$ cat src/rtl/snake_body_ctrl.sv
// snake_body_ctrl
//   Snake movement and body controller. Steps the head once per move tick in
//   the latched direction, keeps the ordered segment list (seg[0] is the head),
//   grows on apple pulses, and ends the game on wall, self or poison collision.
//
// Ports
//   clk        system clock
//   rst        synchronous, active-high reset
//   key_dir    {up,down,left,right} level keys, priority up > down > left > right
//   add_cube   one-cycle pulse: apple eaten
//   died       one-cycle pulse: poison eaten
//   head_x/y   head coordinates (head_y upper bit always 0)
//   query_x/y  renderer cell to test for body occupancy
//   query_hit  registered: queried cell holds a live segment
//   length     current segment count
//   game_over  high in DEAD
//   running    high in RUN
//
// Configuration
//   SNAKE_WRAP_EN  when defined the playfield wraps at the walls instead of
//                  killing the snake; self and poison checks are unchanged.
module snake_body_ctrl #(
  parameter int STEP_DIV = 12_500_000,
  parameter int MAX_LEN  = 16,
  parameter int X_MAX    = 39,
  parameter int Y_MAX    = 29
) (
  input  logic       clk,
  input  logic       rst,
  input  logic [3:0] key_dir,
  input  logic       add_cube,
  input  logic       died,
  output logic [5:0] head_x,
  output logic [5:0] head_y,
  input  logic [5:0] query_x,
  input  logic [4:0] query_y,
  output logic       query_hit,
  output logic [5:0] length,
  output logic       game_over,
  output logic       running
);

  localparam int         CW      = (STEP_DIV > 1) ? $clog2(STEP_DIV) : 1;
  localparam logic [5:0] X_LIM   = 6'(X_MAX);
  localparam logic [5:0] Y_LIM   = 6'(Y_MAX);
  localparam logic [5:0] LEN_MAX = 6'(MAX_LEN);

  typedef enum logic [1:0] {IDLE, RUN, DEAD} state_t;
  typedef enum logic [1:0] {DIR_UP, DIR_DOWN, DIR_LEFT, DIR_RIGHT} dir_t;
  typedef struct packed {
    logic [5:0] x;
    logic [5:0] y;
  } pos_t;

  function automatic dir_t opposite(dir_t d);
    case (d)
      DIR_UP:   return DIR_DOWN;
      DIR_DOWN: return DIR_UP;
      DIR_LEFT: return DIR_RIGHT;
      default:  return DIR_LEFT;
    endcase
  endfunction

  // Starting snake: three segments in a row, head at (20,15), facing right.
  function automatic pos_t init_seg(int i);
    if (i < 3) return '{x: 6'(20 - i), y: 6'd15};
    return '0;
  endfunction

  state_t        state;
  dir_t          cur_dir;      // direction of the last applied move
  dir_t          pending_dir;  // direction the next move will use
  pos_t          seg [MAX_LEN];
  logic [CW-1:0] tick_cnt;
  logic          grow_pending;

  logic          tick;
  logic          key_valid;
  logic          key_ok;
  dir_t          key_sel;
  dir_t          ref_dir;
  pos_t          nxt;
  pos_t          query;
  logic          wall_hit;
  logic          self_hit;
  logic          grow;
  logic [5:0]    self_limit;
  logic          hit_c;

  assign tick   = (state == RUN) && (tick_cnt == CW'(STEP_DIV - 1));
  assign head_x = seg[0].x;
  assign head_y = seg[0].y;
  assign query  = {query_x, 1'b0, query_y};

  // Reversal is judged against the direction the snake will actually be
  // travelling after this edge, so a key landing on the tick edge cannot
  // fold the head back onto the neck at the following move.
  always_comb begin
    // NOTE: every combinational output gets a default first so no path leaves it unassigned and infers a latch.
    key_valid = |key_dir;
    key_sel   = DIR_RIGHT;
    if (key_dir[3])      key_sel = DIR_UP;
    else if (key_dir[2]) key_sel = DIR_DOWN;
    else if (key_dir[1]) key_sel = DIR_LEFT;
    ref_dir = tick ? pending_dir : cur_dir;
    key_ok  = key_valid && (key_sel != opposite(ref_dir));
  end

  // Candidate head position and collision checks for the next move.
  always_comb begin
    nxt = seg[0];
    case (pending_dir)
      DIR_UP:   nxt.y = seg[0].y - 6'd1;
      DIR_DOWN: nxt.y = seg[0].y + 6'd1;
      DIR_LEFT: nxt.x = seg[0].x - 6'd1;
      default:  nxt.x = seg[0].x + 6'd1;
    endcase
`ifdef SNAKE_WRAP_EN
    wall_hit = 1'b0;
    if (nxt.x == '0)         nxt.x = X_LIM - 6'd1;
    else if (nxt.x == X_LIM) nxt.x = 6'd1;
    if (nxt.y == '0)         nxt.y = Y_LIM - 6'd1;
    else if (nxt.y == Y_LIM) nxt.y = 6'd1;
`else
    wall_hit = (nxt.x == '0) || (nxt.x == X_LIM) || (nxt.y == '0) || (nxt.y == Y_LIM);
`endif
    grow = grow_pending | add_cube;
    // Without growth the tail vacates its cell on this move, so it is exempt.
    self_limit = grow ? length : length - 6'd1;
    self_hit   = 1'b0;
    for (int i = 0; i < MAX_LEN; i++)
      if ((6'(i) < self_limit) && (seg[i] == nxt)) self_hit = 1'b1;
  end

  always_comb begin
    hit_c = 1'b0;
    for (int i = 0; i < MAX_LEN; i++)
      if ((6'(i) < length) && (seg[i] == query)) hit_c = 1'b1;
  end

  // NOTE: sequential state uses non-blocking assignments so every register samples pre-edge values.
  always_ff @(posedge clk) begin
    if (rst) begin
      state        <= IDLE;
      cur_dir      <= DIR_RIGHT;
      pending_dir  <= DIR_RIGHT;
      tick_cnt     <= '0;
      grow_pending <= 1'b0;
      length       <= 6'd3;
      game_over    <= 1'b0;
      running      <= 1'b0;
      query_hit    <= 1'b0;
      // NOTE: the whole segment array is reset, not just the live entries, so growth never shifts in X values.
      for (int i = 0; i < MAX_LEN; i++) seg[i] <= init_seg(i);
    end else begin
      query_hit <= hit_c;
      case (state)
        IDLE: begin
          if (key_ok) pending_dir <= key_sel;
          if (key_valid) begin
            state    <= RUN;
            running  <= 1'b1;
            tick_cnt <= '0;
          end
        end

        RUN: begin
          if (key_ok) pending_dir <= key_sel;
          tick_cnt <= tick ? '0 : tick_cnt + CW'(1);
          if (died) begin
            state     <= DEAD;
            running   <= 1'b0;
            game_over <= 1'b1;
            tick_cnt  <= '0;
          end else if (tick) begin
            grow_pending <= 1'b0;
            if (wall_hit || self_hit) begin
              state     <= DEAD;
              running   <= 1'b0;
              game_over <= 1'b1;
            end else begin
              for (int i = MAX_LEN - 1; i > 0; i--) seg[i] <= seg[i-1];
              seg[0]  <= nxt;
              cur_dir <= pending_dir;
              // At full length the shift drops the tail, so growth is lost.
              if (grow && (length < LEN_MAX)) length <= length + 6'd1;
            end
          end else if (add_cube) begin
            grow_pending <= 1'b1;
          end
        end

        DEAD: begin
          tick_cnt <= '0;
          if (key_valid && (tick_cnt == '0)) begin
            state        <= IDLE;
            game_over    <= 1'b0;
            cur_dir      <= DIR_RIGHT;
            pending_dir  <= DIR_RIGHT;
            grow_pending <= 1'b0;
            length       <= 6'd3;
            for (int i = 0; i < MAX_LEN; i++) seg[i] <= init_seg(i);
          end
        end

        default: begin
          state     <= IDLE;
          running   <= 1'b0;
          game_over <= 1'b0;
        end
      endcase
    end
  end

endmodule
$ cat config.mk
export PLATFORM = sky130hd
export DESIGN_NAME = snake_body_ctrl
export DESIGN_NICKNAME = d
export VERILOG_FILES = /design/src/rtl/snake_body_ctrl.sv
export SDC_FILE = /design/constraint.sdc
export NUM_CORES = 1
export LEC_CHECK = 0
export CELL_PAD_IN_SITES_DETAIL_PLACEMENT = 1
export CELL_PAD_IN_SITES_GLOBAL_PLACEMENT = 1
export CORE_ASPECT_RATIO = 0.8
export CORE_MARGIN = 5
export CORE_UTILIZATION = 50
export CTS_CLUSTER_DIAMETER = 150
export DETAILED_ROUTE_END_ITERATION = 8
export GPL_ROUTABILITY_DRIVEN = 0
export GPL_TIMING_DRIVEN = 1
export PLACE_DENSITY_LB_ADDON = 0.15
export SLEW_MARGIN = 20
export SYNTH_ARGS = -nofsm -noshare
export SYNTH_HDL_FRONTEND = slang
export SYNTH_SLANG_ARGS = --single-unit
$ cat constraint.sdc
create_clock -name clk -period 16.1 [get_ports clk]
set_input_delay 2.415 -clock clk [delete_from_list [all_inputs] [get_ports clk]]
set_output_delay 2.415 -clock clk [all_outputs]
set_load 0.01 [all_outputs]
* Word-level counts from Yosys, hierarchy flattened
Memory sizes are Yosys's and may differ from the RTL's.
Cells that the tools add are included.
** Cells by class
- Bitwise operators :: 35
- $lt $le $gt $ge :: 33
- Muxes and demuxes :: 143
- Add/subtract/negate cells :: 7
- Reductions and logical operators :: 60
- Eq/ne operators :: 52
** Operators with widths (number)
- $mux 12 :: 44
- $eq 12x12->1 :: 32
- $lt 4x6->1 const A :: 16
- $mux 24 :: 3
- $pmux 24 s3 :: 1
- $mux 11 :: 6
- $mux 1 :: 60
- $lt 3x6->1 const A :: 8
- $logic_and 1x1->1 :: 36
- $mux 6 :: 6
- $pmux 6 s2 :: 3
- $or 1x1->1 :: 33
- $mux 2 :: 13
- $add 24x1->24 const B :: 1
- $eq 24x24->1 const B :: 1
- $logic_not 24->1 :: 1
- $lt 1x6->1 const A :: 4
- $lt 2x6->1 const A :: 4
- $add 6x1->6 const B :: 3
- $sub 6x1->6 const B :: 3
- $reduce_and 4->1 :: 4
- $logic_not 6->1 :: 2
- $pmux 2 s3 :: 2
- $ne 2x2->1 const B :: 5
- 23 further kinds :: 39
** Storage, ports and cells
- Output and inout port bits :: 21
- Word-level logic and storage cells :: 340
- Memories :: 1
- Flip-flop bits (word level) :: 40
- Memory bits (writable) :: 192
- Bits of input ports :: 19
** Memories
- seg :: depth 16, width 12, read ports 16, clocked after memory_dff 0, write ports 16, line 73 : pos_t seg [MAX_LEN];

* Logic depth before layout (Yosys ltp)
Gate-level depths: netlist of the first run.
- Word-level depth :: 30
- Gate-level depth with buffers :: 21
- Depth with buffers taken out :: 13

* Worst setup path after synthesis of the first run
No wires, ideal clock.
- Path type :: input to register
- Start :: input add_cube
- End :: memory seg[0][0] in the netlist's numbering (enable)
- Data required time :: 15.376 ns
- Stages on the path :: 12
- Arrival :: 12.192 ns
- Path slack :: 3.184 ns
- Cells stage by stage :: or2_1 clkbuf_1 o41ai_1 nand2_1 nor4_1 nor3_1 a32oi_1 a21oi_2 a21boi_0 nand3b_1 clkbuf_1 o21ai_0
** RTL lines
- start, declared :: line 31 : input logic add_cube,
- end, declared :: line 73

==> key figures, run 1 <==
GRT
  – First-pass GRT wire length: about 100000 µm
  – Initial antenna violation count: 3
  – Largest net degree at the start of global routing: just over 90
  – Vias in the first global route: approximately 16k
  – Gr usage total: 35.32%
  – Grt total ovfl: 0

Worst setup path
  – Worst-path maximum fanout: between 90 and 100
  – CP arrival: ~7600 ps
  – Worst r2r dst: seg[0][13]
  – CP startpoint kind: flip-flop
  – Crit path buf inv count: 2
  – FF-to-FF path depth: 15
  – CP max stage delay: roughly 940 ps
  – Critical path, cell by cell: nor2b_1 -> xor2_1 -> ha_1 -> nor4_4 -> a22o_1 -> xnor2_1 -> buf_4 -> xnor2_1 -> nor4_1 -> a32oi_1 -> a21oi_2 -> a21boi_0 -> and4b_4 -> buf_4 -> nand2_1
  – Worst EP required: 16370 ps
  – FF-to-FF setup slack: ~8700 ps
  – Critical R2R Launch: pending_dir[1]
  – Worst setup path startpoint: pending_dir[1]
  – Setup crit end kind: flip-flop
  – Largest delay contributor family on the critical path: simple AND/OR/NAND/NOR gates
  – Slowest CP cell: and4b_4
  – Critical path class: flip-flop to flip-flop

Pwr
  – Leakage: around 6.7 nW
  – VDD IR-drop max: 84.25 µV
  – Comb pwr share: approximately a fifth
  – NetSw: 0.5633 mW
  – Clk pwr share: 36.2%
  – Sequential group share of total power: a little over two fifths
  – Power density over the cells: 89.17 nW/µm²
  – Switching Fraction: 32.69%
  – Pint: between 1 and 1.5 mW
  – Tot Pwr: approximately 1.7 mW

Synth
  – Post-synth EDFFs: approximately 190
  – Yosys top cell by area: edfxtp_1
  – Post-synth top area share: approximately a third
  – Post-Syn Area per Cell: around 9.5 µm²
  – Yosys cell types: 95
  – FF+latch count, synth: between 200 and 250
  – Seq/Total Area, Yosys: 36.76%
  – Post-synth top flop: edfxtp_1
  – Post-Syn Instances: roughly 1.9k
  – Syn. warnings: 0
  – Fraction of synthesis flops using an asynchronous set or reset pin: 0%
  – Top cells by area, synth: edfxtp_1 32%, xor2_1 11%, xnor2_1 8.6%
  – Syn_nets: 1902
  – Synthesized area: 17860 µm²

Clocking
  – Deepest clock path buffer count: 3
  – Post-cts resize count: 0
  – Sink Count: between 200 and 250
  – Clock H-tree levels: 1
  – Clk_lat worst skew: 560 ps
  – Cts hold-fix bufs: 0
  – Setup Fix Bufs, Post-CTS: 0
  – Num CTS Buffers: 27
  – Root Buffer: clkbuf_16
  – Clk slew on worst S/H paths: about 60 ps
  – TritonCTS clock tree: done

Min path
  – Min-delay worst type: flip-flop to flip-flop
  – Worst Hold Path EP: tick_cnt[9]
  – Hold depth: 2
  – Worst Hold Launch: tick_cnt[9]

Timing
  – RSZ-0062 raised after global routing: false
  – Worst Skew: roughly 16 ps
  – Slew Limit Fails: 0
  – Final period utilization: between 40% and 50%
  – Setup violations, final: 0
  – Setup WS post-layout: roughly 8700 ps
  – Worst-Margin Slew: about 1200 ps
  – Post-route setup TNS: 0 ps
  – Fmax achieved: around 0.14 GHz
  – Hold Fails Final Rpt: 0
  – Min Hold Slack: approximately 540 ps
  – Crit path time final: about 7400 ps
  – Relative slew slack: a little over 20%

Detailed routing
  – Initial DRC count: between 1.5k and 2k
  – Drt total wl: 72120 µm
  – Vias per cell: just under 7
  – Routed WL per cell: approximately 30 µm
  – Routed Antenna Nets: 0
  – Residual DRC: 0
  – Vias: around 16k
  – DRT Pass-1 Iters: 6

Placement
  – PortBufs: 39
  – Inst Count DP: around 2.3k
  – Worst Setup Slack post-DPL: 8559 ps
  – Dpl cell area: 18430 µm²
  – Hpwl dp: around 50000 µm

Flow run
  – Max cap viols: 0

Layout
  – Finished Cell Area: 19320 µm²
  – Fin util: approximately 55%
  – Area of the multi-input gates: about 10000 µm²
  – Synth-to-Final Area Change: 8.166%
  – Nets: ~1.9k
  – Register Area: roughly 6600 µm²
  – Final std cells w/o fill: 2332
  – Layout cell share with drive strength beyond 1: ~6.7%
  – Fillers: about 3.9k

Die
  – Die Height: 179.1 µm
  – Die width: roughly 220 µm
  – I/O pins: 40
  – Initial Utilization: around half
  – Die ar.: 39630 µm²
  – # rows: 61
  – Core Area: between 30000 and 40000 µm²

Run status
  – Status: finished, final reports clean
[registers in the layout, indices dropped and copies added, names as in the netlist]
signal and flops:
state 2, cur_dir 2, tick_cnt 24, game_over 1, grow_pending 1, query_hit 1
seg 192, length 6, running 1, pending_dir 2
[tightest hold or removal path, cell delays in order (launching register included)]
cell,delay [ps]
dfxtp_1,360
xor2_1,80
nor2_1,70
[cell type report]
cell class                 instances  area share, %
clock buffer                      32          3.594
antenna                            1        0.01295
sequential                       232          34.01
tap                              472          3.056
inverter                          32         0.6216
multi-input combinational       1467          54.18
clock inverter                    17         0.8741
timing repair buffer              79          3.652
[cell usage after synthesis (36+ instances only)]
library cell,number
a21oi_1,38
xnor2_1,175
nor4_1,76
nor3_1,67
and2_1,158
nand4_1,54
edfxtp_1,192
clkbuf_1,62
nand2_1,89
xor2_1,227
nor2_1,106
dfxtp_1,40
o21ai_0,42
buf_2,36
nand3_1,56
[power groups by stage]
stage                     clock network (mW)  registers, mW  logic, mW
after floorplan                            0          0.720      0.251
after global placement                     0          0.739      0.341
after detailed placement                   0          0.739      0.351
after CTS                              0.630          0.727      0.354
after global routing                   0.655          0.731      0.384
final                                  0.624          0.730      0.368
[cells by family after synthesis]
| logic type | synth area share [%] |
|---|---|
| buffers and inverters | 4.791 |
| adder cells (fa/ha/maj) | 0.8124 |
| flip-flops | 36.76 |
| AO/OA/AOI/OAI | 11.35 |
| multiplexers | 1.037 |
| AND/OR/NAND/NOR | 24.14 |
| XOR/XNOR | 21.12 |
[routing by layer]
layer / global-route usage [%] / part of all wire [%]
met5: 0 / 0.018
met4: 14.57 / 5.1
met2: 52.00 / 41
met3: 12.13 / 14
met1: 47.80 / 40
[how the worst max path moves through the flow]
stage | to | depth (start not counted)
6_report | seg[0][13] | 15
5_1_grt | seg[0][1] | 14
4_1_cts | seg[0][0] | 14
3_5_place_dp | seg[0][3] | 12
3_3_place_gp | seg[0][13] | 12
2_1_floorplan | seg[0][0] | 12
[placed cells by master, fill, tap and decap left out, types with 11 or more instances in the layout]
cell	count
a2111oi_0	14
a21oi_1	38
a31oi_1	11
and2_1	158
buf_4	39
clkbuf_16	27
clkdlybuf4s50_1	38
dfxtp_1	38
edfxtp_1	192
inv_1	32
mux2i_1	14
nand2_1	89
nand2b_1	22
nand3_1	56
nand3b_1	13
nand4_1	54
nor2_1	106
nor2b_1	12
nor3_1	67
nor3b_1	12
nor4_1	76
o2111ai_1	19
o21ai_0	39
or3_1	13
or4_1	17
xnor2_1	175
xor2_1	227
Power figures use the tool's default switching activity.
==> run 2, diff against run 1 <==
==> constraint.sdc (replaced) <==
create_clock -name clk -period 7.4 [get_ports clk]
set_input_delay 1.11 -clock clk [delete_from_list [all_inputs] [get_ports clk]]
set_output_delay 1.11 -clock clk [all_outputs]
set_load 0.01 [all_outputs]
==> run 2 against run 1 <==
  * Design area grew 0.98%
  * Routed wire length shrank 0.39%
  * Maximum frequency grew 19%
  * Via count grew 0.67%
  * Flip-flop and latch count is the same
  * Die area is the same
  * Final cell count grew 0.47%
  * Total power grew 120%
  * Core utilization grew 0.54 points
  * Combinational power grew 120%
  * Critical path depth grew 1
  * Largest cell class unchanged
  * Highest routed layer unchanged
==> key figures, run 2 (synthesis results as in run 1) <==
Run status
  – Status: finished, final reports clean

Die
  – Die width: around 220 µm
  – Core Area: ~35000 µm²
  – Initial Utilization: between 50 and 60%
  – Die ar.: 39630 µm²
  – I/O pins: 40
  – Die Height: around 180 µm
  – # rows: 61

Layout
  – Fillers: slightly below 4k
  – Max reg flops: approximately 190
  – Top flop regs: seg (192), tick_cnt (24), length (6)
  – Final antenna diode count: 0
  – Commonest non-fill, non-tap cell in the layout: xor2_1
  – Nets: ~1.9k
  – Synth-to-Final Area Change: 9.224%
  – Finished Cell Area: between 15000 and 20000 µm²
  – Final std cells w/o fill: around 2.3k
  – Layout cell share with drive strength beyond 1: between 7 and 8%
  – Commonest non-fill, non-tap cells in the layout: 227 x xor2_1, 192 x edfxtp_1, 175 x xnor2_1, 158 x and2_1, 106 x nor2_1
  – Most flop-heavy register: seg

GRT
  – Vias in the first global route: around 16k
  – Largest net degree at the start of global routing: between 80 and 90
  – Gr usage total: a little over a third
  – First-pass GRT wire length: approximately 110000 µm
  – Met3 usage: 7.088%
  – Initial antenna violation count: 2
  – GRT busiest layer: met2
  – Grt total ovfl: 0
  – Routing usage on met2: roughly 54%
  – Grt met1 use: about 48%

Pwr
  – Clk pwr share: a little under two fifths
  – VDD IR-drop max: 169.0 µV
  – Switching Fraction: 31.60%
  – Leakage: roughly 6.8 nW
  – Tot Pwr: just under 4 mW
  – Pint: 2.628 mW
  – Comb pwr share: between 20% and 30%
  – Power density over the cells: about 200 nW/µm²
  – NetSw: around 1.2 mW
  – Sequential group share of total power: between 40% and 50%

Clocking
  – Post-cts resize count: 0
  – Setup Fix Bufs, Post-CTS: 0
  – Sink Count: around 230
  – Clock H-tree levels: 1
  – Cts hold-fix bufs: 0
  – Deepest clock path buffer count: 3
  – Clk_lat worst skew: between 500 and 600 ps
  – Clk slew on worst S/H paths: around 70 ps
  – TritonCTS clock tree: done
  – Num CTS Buffers: 26
  – Root Buffer: clkbuf_16

Worst setup path
  – Worst-path maximum fanout: 84
  – Critical path class: flip-flop to flip-flop
  – Worst EP required: around 7600 ps
  – Setup crit end kind: flip-flop
  – CP arrival: 6460 ps
  – CP startpoint kind: flip-flop

Detailed routing
  – Drt total wl: between 70000 and 80000 µm
  – DRT Pass-1 Iters: 6
  – Vias: between 15k and 20k
  – Routed Antenna Nets: 0
  – Routed WL per cell: approximately 31 µm
  – Residual DRC: 0
  – Vias per cell: between 6 and 7
  – Initial DRC count: 2123

Placement
  – Inst Count DP: around 2.3k
  – PortBufs: 39
  – Hpwl dp: roughly 52000 µm
  – Dpl cell area: approximately 19000 µm²

Timing
  – Relative slew slack: around 17%
  – Setup violations, final: 0
  – Fmax achieved: 0.1610 GHz
  – Worst Skew: between 20 and 25 ps
  – Final period utilization: about 84%
  – Slew Limit Fails: 0
  – Worst-Margin Slew: between 1000 and 1500 ps
  – Hold Fails Final Rpt: 0
  – Crit path time final: between 6000 and 7000 ps
  – Post-route setup TNS: 0 ps
  – RSZ-0062 raised after global routing: false

Flow run
  – Max cap viols: 0

Min path
  – Min-delay worst type: flip-flop to flip-flop
-- run 2: power groups by stage --
stage / Clock, mW / Combinational [mW] / Sequential (mW)
after CTS: 1.46 / 0.780 / 1.58
after global placement: 0 / 0.748 / 1.60
after global routing: 1.52 / 0.843 / 1.58
after floorplan: 0 / 0.548 / 1.55
after detailed placement: 0 / 0.771 / 1.60
final: 1.46 / 0.805 / 1.58
-- run 2: per-stage QoR --
| stage | utilization, % | hold slack, ps | setup WS, ps |
|---|---|---|---|
| 3_5_place_dp | 53.04 | 528.4 | 1466 |
| 5_1_grt | 55.70 | 594.0 | 1093 |
| 2_1_floorplan | - | 485.2 | 358.1 |
| 6_report | 55.70 | 560.6 | 1187 |
| 3_3_place_gp | 53.03 | 512.9 | 1677 |
| 4_1_cts | 55.70 | 557.3 | 1430 |
-- run 2: path summary, 6_finish.rpt --
path | start | endpoint | slack [ps] | depth (start not counted)
hold / removal | cur_dir[0] | cur_dir[0] | 560 | 2
setup reg to reg | pending_dir[1] | seg[1][21] | 1190 | 16
hold reg to reg | cur_dir[0] | cur_dir[0] | 560 | 2
setup / recovery | pending_dir[1] | seg[1][21] | 1190 | 16
-- run 2: metal layers --
| metal | wire (µm) | vias to the layer above |
|---|---|---|
| met5 | 19 | - |
| met4 | 4739 | 4 |
| met3 | 7766 | 294 |
| met2 | 30570 | 972 |
| met1 | 28750 | 8009 |
| li1 | - | 6755 |
-- run 2: area by class of cell --
class | count | area, µm² | share of cell area, %
repair buffers | 92 | 825.8 | 4.232
flip-flops and latches | 232 | 6571 | 33.68
clock inverters | 12 | 190.2 | 0.9747
clock buffers | 36 | 739.5 | 3.790
well taps | 472 | 590.6 | 3.027
multi-input cells | 1467 | 10480 | 53.68
inverters | 32 | 120.1 | 0.6156
-- run 2: worst max-delay path: stages (launching register included) --
cell      delay, ps
dfxtp_4         570
nand2b_1        710
inv_1           260
fa_1            510
xor2_2          390
o21a_1          580
buf_4           310
xor2_1          160
o31ai_1          90
or3_1           410
or4_1           540
nor3_1          210
nor4_1          160
nand3b_1        180
buf_4           330
o21ai_4          90
buf_12          260
==> run 3, diff against run 2 <==
--- a/config.mk
+++ b/config.mk
@@ -9,7 +9,7 @@
 export CELL_PAD_IN_SITES_GLOBAL_PLACEMENT = 1
 export CORE_ASPECT_RATIO = 0.8
 export CORE_MARGIN = 5
-export CORE_UTILIZATION = 50
+export CORE_UTILIZATION = 46
 export CTS_CLUSTER_DIAMETER = 150
 export DETAILED_ROUTE_END_ITERATION = 8
 export GPL_ROUTABILITY_DRIVEN = 0
==> constraint.sdc (replaced) <==
create_clock -name clk -period 5.2 [get_ports clk]
set_input_delay 0.78 -clock clk [delete_from_list [all_inputs] [get_ports clk]]
set_output_delay 0.78 -clock clk [all_outputs]
set_load 0.01 [all_outputs]
==> run 3 against run 2 <==
  * Final cell count increased by 2.8%
  * Register-to-register slack got worse by 870 ps
  * Core utilization shrank 3.4 points
  * Setup slack worse by 870 ps
  * First-iteration DRC count shrank 10%
  * Total power increased by 41%
  * Sequential power is 42% higher
  * Critical endpoint is now seg[1][24]
  * Largest power group unchanged
  * Highest routed layer unchanged
==> key figures, run 3 (synthesis results as in run 1) <==
Run status
  – Status: finished, final reports clean

Clocking
  – Deepest clock path buffer count: 3
  – Setup Fix Bufs, Post-CTS: 0
  – Sink Count: approximately 230
  – Post-cts resize count: 0
  – Num CTS Buffers: 27
  – Cts hold-fix bufs: 0
  – Clk_lat worst skew: about 570 ps
  – Clk slew on worst S/H paths: roughly 60 ps
  – TritonCTS clock tree: done
  – Root Buffer: clkbuf_16
  – Clock H-tree levels: 1

Die
  – Die Height: 186.3 µm
  – I/O pins: 40
  – Initial Utilization: between 40% and 50%
  – Die ar.: about 43000 µm²
  – # rows: 64
  – Core Area: roughly 38000 µm²
  – Die width: 230.3 µm

Worst setup path
  – CP startpoint kind: flip-flop
  – Worst EP required: between 5000 and 6000 ps
  – Worst-path maximum fanout: 14
  – Critical path class: flip-flop to flip-flop
  – Worst setup path startpoint: seg[0][1]
  – CP arrival: slightly above 5000 ps
  – Critical R2R Launch: seg[0][1]
  – Setup crit end kind: flip-flop
  – Critical path, cell by cell: inv_1 -> fa_2 -> xor2_2 -> o21a_1 -> buf_4 -> xor2_1 -> nand3_1 -> nor4_1 -> buf_4 -> a32oi_1 -> a21oi_2 -> a21boi_0 -> nand3b_1 -> o21ai_4 -> buf_4
  – Most frequent CP cell: buf_4
  – Largest delay contributor family on the critical path: compound AO/OA/AOI/OAI gates
  – CP max stage delay: about 600 ps
  – Slowest CP cell: o21a_1
  – Crit path buf inv count: 4

Detailed routing
  – Routed WL per cell: around 31 µm
  – Initial DRC count: between 1.5k and 2k
  – DRT Pass-1 Iters: 6
  – Residual DRC: 0
  – Vias per cell: between 6 and 7
  – Drt total wl: 75410 µm
  – Routed Antenna Nets: 0
  – Vias: roughly 16k

Timing
  – Final period utilization: 93.90%
  – Post-route setup TNS: 0 ps
  – Worst-Margin Slew: 1160 ps
  – Relative slew slack: ~22%
  – Fmax achieved: around 0.20 GHz
  – Setup violations, final: 0
  – Slew Limit Fails: 0
  – Hold Fails Final Rpt: 0
  – Crit path time final: roughly 5000 ps
  – RSZ-0062 raised after global routing: false
  – Worst Skew: roughly 14 ps

GRT
  – Vias in the first global route: about 16k
  – Largest net degree at the start of global routing: 66
  – Gr usage total: between 30% and 40%
  – Grt total ovfl: 0
  – First-pass GRT wire length: between 100000 and 150000 µm
  – Initial antenna violation count: 4

Layout
  – Synth-to-Final Area Change: 12.07%
  – Top flop regs: seg (192), tick_cnt (24), length (6)
  – Finished Cell Area: 20020 µm²
  – Final antenna diode count: 0
  – Max reg flops: about 190
  – Layout cell share with drive strength beyond 1: about a tenth
  – Nets: 1922
  – Most flop-heavy register: seg
  – Commonest non-fill, non-tap cells in the layout: 227 x xor2_1, 192 x edfxtp_1, 170 x xnor2_1, 158 x and2_1, 106 x nor2_1
  – Commonest non-fill, non-tap cell in the layout: xor2_1

Pwr
  – Pint: 3.629 mW
  – Comb pwr share: between 20% and 30%
  – NetSw: 1.780 mW
  – Leakage: between 7 and 8 nW
  – VDD IR-drop max: 206.0 µV
  – Power density over the cells: about 270 nW/µm²
  – Sequential group share of total power: between 40% and 50%
  – Clk pwr share: a little over a third
  – Switching Fraction: around 33%

Flow run
  – Max cap viols: 0

Min path
  – Worst Hold Launch: tick_cnt[13]
  – Min-delay worst type: flip-flop to flip-flop

Placement
  – Hpwl dp: 56490 µm
  – PortBufs: 39
  – Dpl cell area: approximately 19000 µm²
## run 3: changes by cell type in the layout (fill, tap and decap cells not counted), moves of 5 or more
cell / before / now
xnor2_1: 175 / 170
buf_4: 50 / 83
buf_12: 3 / 10
xnor2_2: 0 / 5
ha_1: 10 / 5
## run 3: layout make-up
| type | count | area, µm² |
|---|---|---|
| Clock buffer | 39 | 770.7 |
| Clock inverter | 11 | 82.58 |
| Fill cell | 4241 | 18260 |
| Inverter | 32 | 120.1 |
| Multi-Input combinational cell | 1467 | 10640 |
| Sequential cell | 232 | 6571 |
| Tap cell | 495 | 619.3 |
| Timing Repair Buffer | 132 | 1214 |
## run 3: worst register-to-register path, stage by stage (launching register included)
cell and delay (ps):
edfxtp_1 420, inv_1 370, fa_2 370, xor2_2 210
o21a_1 600, buf_4 280, xor2_1 500, nand3_1 170
nor4_1 260, buf_4 170, a32oi_1 100, a21oi_2 190
a21boi_0 220, nand3b_1 330, o21ai_4 180, buf_4 260
## run 3: per-layer routing
metal	track usage, %	share of wire [%]	wire (µm)
met3	12.57	13	9844
met5	0	0.053	40
met4	12.14	4.5	3372
met1	47.61	42	31670
met2	49.66	40	30490
## run 3: through the flow
step | util (%) | power, mW | instances | hold WS [ps] | worst slack (ps)
after floorplan | - | 3.025 | 1872 | 485.2 | -269.8
after global placement | 50.08 | 3.464 | 2358 | 503.1 | 481.7
after detailed placement | 50.08 | 3.493 | 2358 | 518.3 | 423.9
after CTS | 52.31 | 5.369 | 2408 | 535.7 | 494.1
after global routing | 52.31 | 5.578 | 2408 | 567.8 | 90.63
final | 52.31 | 5.409 | 2408 | 532.8 | 317.1
## run 3: worst paths after layout
check,endpoint,slack [ps],depth (start not counted)
max,seg[1][24],320,15
min,tick_cnt[13],530,2
max reg2reg,seg[1][24],320,15
min reg2reg,tick_cnt[13],530,2
## run 3: power groups by stage
stage,registers [mW],logic (mW),clock network [mW]
finish,2.24,1.29,1.88
floorplan,2.21,0.819,0
global route,2.24,1.34,2.00
CTS,2.23,1.24,1.90
detailed placement,2.27,1.23,0
global placement,2.26,1.20,0
